`src/rtl/single_digit_decimal_adder.sv`:
```
// Single-digit BCD adder with valid qualifier and optional output register.
// Optional feature: define BCD_INPUT_CHECK_EN to flag non-BCD operands on err.
// Without it, err is tied low and illegal operands use the raw correction rule.
module single_digit_decimal_adder #(
    parameter bit REG_OUT = 1'b1
) (
    input  logic       clk,
    input  logic       rst_n,
    input  logic       in_valid,
    input  logic [3:0] a,
    input  logic [3:0] b,
    input  logic       cin,
    output logic       out_valid,
    output logic [3:0] s,
    output logic       cout,
    output logic       err
);

    logic [4:0] raw_sum;
    logic [3:0] corr_sum;
    logic [3:0] s_d;
    logic       cout_d;
    logic       err_d;

    // Binary add of both digits and carry, then +6 correction when the sum exceeds 9
    always_comb begin
        raw_sum  = {1'b0, a} + {1'b0, b} + {4'b0000, cin};
        corr_sum = raw_sum[3:0] + 4'd6;
        s_d      = raw_sum[3:0];
        cout_d   = 1'b0;
        err_d    = 1'b0;
        if (raw_sum > 5'd9) begin
            s_d    = corr_sum;
            cout_d = 1'b1;
        end
`ifdef BCD_INPUT_CHECK_EN
        if (in_valid && ((a > 4'd9) || (b > 4'd9))) begin
            s_d    = '0;
            cout_d = 1'b0;
            err_d  = 1'b1;
        end
`endif
    end

    generate
        if (REG_OUT) begin : g_reg
            logic       out_valid_q;
            logic [3:0] s_q;
            logic       cout_q;
            logic       err_q;

            // Result register: valid follows in_valid, data loads only on valid input
            always_ff @(posedge clk or negedge rst_n) begin
                if (!rst_n) begin
                    out_valid_q <= 1'b0;
                    s_q         <= '0;
                    cout_q      <= 1'b0;
                    err_q       <= 1'b0;
                end else begin
                    out_valid_q <= in_valid;
                    if (in_valid) begin
                        s_q    <= s_d;
                        cout_q <= cout_d;
                        err_q  <= err_d;
                    end
                end
            end

            assign out_valid = out_valid_q;
            assign s         = s_q;
            assign cout      = cout_q;
            assign err       = err_q;
        end else begin : g_comb
            // Clock and reset have no function in the combinational build
            logic unused_clk_rst;
            assign unused_clk_rst = clk ^ rst_n;

            assign out_valid = in_valid;
            assign s         = s_d;
            assign cout      = cout_d;
            assign err       = err_d;
        end
    endgenerate

endmodule

```
`config.mk`:
```
export PLATFORM = sky130hd
export DESIGN_NAME = single_digit_decimal_adder
export DESIGN_NICKNAME = d
export VERILOG_FILES = /design/src/rtl/single_digit_decimal_adder.sv
export SDC_FILE = /design/constraint.sdc
export NUM_CORES = 1
export LEC_CHECK = 0
export BUFFER_PORTS_ARGS = -buffer_cell sky130_fd_sc_hd__buf_2
export CAP_MARGIN = 20
export CORE_AREA = 2 2 39 41
export CTS_CLUSTER_DIAMETER = 60
export DETAILED_ROUTE_END_ITERATION = 6
export DIE_AREA = 0 0 41 43
export PLACE_DENSITY = 0.7
export SYNTH_ARGS = -nofsm -noshare
export SYNTH_HDL_FRONTEND = slang
export SYNTH_SLANG_ARGS = --single-unit
```
`constraint.sdc`:
```
create_clock -name clk -period 1.28 [get_ports clk]
set_clock_uncertainty 0.2 [all_clocks]
set_input_delay 0.064 -clock clk [delete_from_list [all_inputs] [get_ports clk]]
set_output_delay 0.064 -clock clk [all_outputs]
set_load 0.02 [all_outputs]
```
== After elaboration in Yosys (flattened, before gate mapping) ==
Index checks and enable logic that the tools add are counted.

* Add/sub/neg operators: 3
* $lt $le $gt $ge: 1
* Muxes and demuxes: 2

{| class="wikitable"
|+ Operators with widths
! kind !! number
|-
| adder 4 x 4 -> 5 bit || 1
|-
| adder 5 x 1 -> 5 bit || 1
|-
| greater-than comparator 5 x 4 -> 1 bit (second input constant) || 1
|-
| adder 4 x 3 -> 4 bit (second input constant) || 1
|-
| two-way mux 4 bit || 1
|-
| two-way mux 1 bit || 1
|}

* Bits in registers: 6
* Output and inout port bits: 7

== Depth between registers and ports, before layout ==
* Word-level depth: 4
* Mapped depth: 8

== Worst setup path after synthesis ==
OpenSTA, ideal clock, no wires.

* Path kind: input to register
* From: in a[0]
* To: reg g_reg.s_q[2] (netlist: s[2])
* Cell stages on the path: 8
* Setup slack: -0.981 ns
* Arrival time: 1.981 ns
* Required time: 1.000 ns
* Cell sequence: fa_1 fa_1 xnor2_2 ha_1 inv_1 nand4_1 a221o_1 o211ai_2

* Longest elaborated chain between the ends: 4

{| class="wikitable"
|+ Ends and longest elaborated chain
! item !! RTL line !! source
|-
| from (decl) || 10 || <nowiki>input logic [3:0] a,</nowiki>
|-
| adder 4 x 4 -> 5 bit (*) || 27 || <nowiki>raw_sum = {1'b0, a} + {1'b0, b} + {4'b0000, cin};</nowiki>
|-
| adder 5 x 1 -> 5 bit (*) || 27 ||
|-
| adder 4 x 3 -> 4 bit or greater-than comparator 5 x 4 -> 1 bit (tied branches) || 28, 32 ||
|-
| two-way mux 4 bit (*) || 32 || <nowiki>if (raw_sum > 5'd9) begin</nowiki>
|-
| to (signal assigned) || 56 || <nowiki>s_q <= '0;</nowiki>
|-
| to (signal assigned) || 62 || <nowiki>s_q <= s_d;</nowiki>
|-
| to (decl) || 48 || <nowiki>logic [3:0] s_q;</nowiki>
|}

Every way passes the cells marked *; elsewhere a longest branch is shown, timed or not.
A chain may end at the register's enable or synchronous reset.

== Worst setup path after layout ==
Ends and elaborated chain as after synthesis.

==> reports/metrics.cfg <==
[status]
status = finished with violations
failed_checks = setup timing

[route]
drt-total-wl_um = 1190
drc = 0
drt-initial-drc-count = 2
drt-vias-per-instance = 5.11
post_drt_wl_per_cell_um = 11.6
vias = 526
drtPass1Iterations = 4
antenna_left = 0

[yosys]
netlist_area_um2 = 512
yosysWarningCount = 0
synth.yosys.seq_area_share_pct = 29.3
netlist_instances = 53
syn-num-nets = 71
ys_ff_latch = 6
yosysUniqueCellTypes = 30
syn_area_per_cell_um2 = 9.66

[placement]
dpl.hpwl_um = 1010
io_buffers = 17
gp_congestion = 0.860

[worst_setup_path]
critical-path-slowest-cell = fa_2
cp-end-kind = flip-flop
crit_chain = buf_6 -> fa_2 -> fa_2 -> inv_2 -> ha_4 -> a211o_1 -> a221o_1 -> o211ai_2
path_delay_family = adder cells
critPathMaxFanout = 4
r2r_cells = 3
crit_path_frequent_cell = fa_2
start_kind = primary input
worstReg2RegEnd = s[1]$_DFFE_PN0P_
r2r_start = s[1]$_DFFE_PN0P_
slowest_delay_ns = 0.55
rrSetupSlack_ns = 0.25
worstSetupPathType = in2reg
crit_buf_inv = 2
cp.arrival_ns = 1.95
worst_ep_required_time_ns = 1.24

[cells_and_area]
syn2layout_area_growth_pct = 56.7
n_antenna_cell = 0
final_layout_size_suffix_gt1_share_pct = 48.3
utilization_pct = 58.0
num-nets-final = 107

[timing]
rsz0062_at_grt = yes
finalCritPeriodShare_pct = 155
finalMaxSlewViolations = 0
fin_crit_ns = 1.98
finalSetupViolations = 4
final-hold-violation-count = 0
setup_slack_ns = -0.702
fmax_mhz = 505

[flow_run]
maxCapViolations = 0

[clock_tree]
clock-sinks = 6
cts-root-buf = clkbuf_4
clock_latency_ns = 0.24
path_clk_slew_ns = 0.04
clk_path_buf_depth = 2
htreeDepth = 1
cts_buffers = 3
cts_tree = yes

[grt]
gr-usage-all-layers_pct = 16.3
grt_max_degree = 11
grt_antenna_before_repair = 0
first_global_vias = 500
gr-total-overflow = 0
grt_pass1_wl_um = 1970

[floorplanning]
io_pins = 19
core_mm2 = 0.00138
dieHeight_um = 43
die-area_mm2 = 0.00176
initial_utilization_pct = 37.0
num_rows = 14
die_w_um = 41

[pwr]
cellPowerDensity_mw_per_mm2 = 1130
peakVddDrop_uv = 416
power_mw = 0.905
p_leak_nw = 0.378

[min_path]
hold_path_end = cout$_DFFE_PN0P_
hold_path_depth = 3
hold_start = in_valid
hold_path.class = in2reg

==> cells in the mapped netlist <==
cell type  instances  area [um^2]
conb_1             1         3.75
a21o_1             1         7.51
nand2b_1           1         6.26
o21a_1             1         7.51
a41oi_1            1         8.76
nor2_1             4         15.0
inv_1              3         11.3
a31oi_1            3         18.8
o211ai_2           1         12.5
a21oi_1            2         10.0
a2111oi_0          1         8.76
and3b_1            1         8.76
mux2_2             1         11.3
and2_1             1         6.26
o211ai_1           1         7.51
a221o_1            1         10.0
fa_1               2         40.0
ha_1               4         50.1
nor2b_1            2         12.5
a211o_1            2         17.5
buf_2              1         5.00
nand4_1            2         12.5
or3_1              1         6.26
buf_4              1         7.51
a21boi_0           1         7.51
nand2_1            1         3.75
xnor2_2            1         16.3
a22o_1             1         8.76
nand3_1            4         20.0
dfrtp_1            6          150
==> worst register-to-register path: stages (launching register included) <==
cell and delay, ns:
dfrtp_1 0.36, nor2b_1 0.13, a31oi_1 0.14, nand3_1 0.09
==> per-stage QoR <==
step / hold slack (ns) / setup WS (ns) / setup TNS [ns] / instance area [um^2] / cells
4_1_cts: 0.00391 / -0.704 / -2.72 / 788 / 102
6_report: 0.0149 / -0.702 / -2.69 / 802 / 103
2_1_floorplan: -0.432 / -0.921 / -3.29 / 541 / 53
3_3_place_gp: -0.310 / -1.03 / -4.07 / 723 / 96
3_5_place_dp: -0.305 / -1.07 / -4.19 / 723 / 96
5_1_grt: 0.0315 / -0.773 / -2.98 / 802 / 103
==> worst max-delay path by stage <==
stage | cells past startpoint | to | startpoint
after CTS | 8 | s[2]$_DFFE_PN0P_ | a[0]
after floorplan | 7 | s[2]$_DFFE_PN0P_ | cin
after detailed placement | 8 | cout$_DFFE_PN0P_ | cin
after global placement | 8 | s[2]$_DFFE_PN0P_ | cin
after global routing | 9 | s[1]$_DFFE_PN0P_ | a[0]
final | 8 | s[2]$_DFFE_PN0P_ | a[0]
==> flip-flops by register name, indices dropped and copies added, names as in the netlist <==
signal     cells
out_valid      1
cout           1
s              4
==> cell usage in the layout (no fill, tap or decap), types with 2 or more instances in the layout <==
cell,count
nand3_1,4
fa_2,2
buf_4,12
a31oi_1,3
nand4_1,2
clkbuf_4,3
a21oi_1,2
ha_1,3
nor2_1,4
inv_2,2
dfrtp_1,6
a211o_1,2
buf_6,2
buf_2,16
dlygate4sd3_1,3
==> cell type report <==
class                   instances  area, um^2
clock buffers                   3        22.5
fillers                       131         582
inverters                       3        11.3
multi-input cells              42         375
flip-flops and latches          6         150
well taps                      16        20.0
repair buffers                 33         223
==> kinds of logic (layout without fill, tap and decap cells) <==
kind of cell	count (synthesis)	count (layout)	share of synthesized area [%]
compound gates	16	16	24.5
xor+xnor	1	1	3.18
fa+ha+maj	6	6	17.6
buf+inv	5	39	4.64
flops	6	6	29.3
mux	1	1	2.20
other cells	1	1	0.733
simple gates	17	17	17.8
==> power breakdown <==
group | switching (mW) | internal [mW] | total [mW]
clock network | 0.0637 | 0.106 | 0.169
registers | 0.0165 | 0.229 | 0.246
logic | 0.238 | 0.252 | 0.489
total | 0.318 | 0.587 | 0.905
==> layer usage <==
metal,wire (um),global-route usage (%),vias to the layer above
li1,-,-,269
met4,9,8.00,0
met1,484,19.5,239
met5,0,0,-
met3,63,1.57,2
met2,636,27.2,16
==> repair_timing <==
item                       4_1_cts  5_1_grt
pin swaps                        7        0
hold buffers                     3        0
gates resized for setup          4        2
setup endpoints to repair        4        4
hold endpoints to repair         8        0
buffers inserted                 0        1
Note: power is estimated with default switching activity, not from simulation.
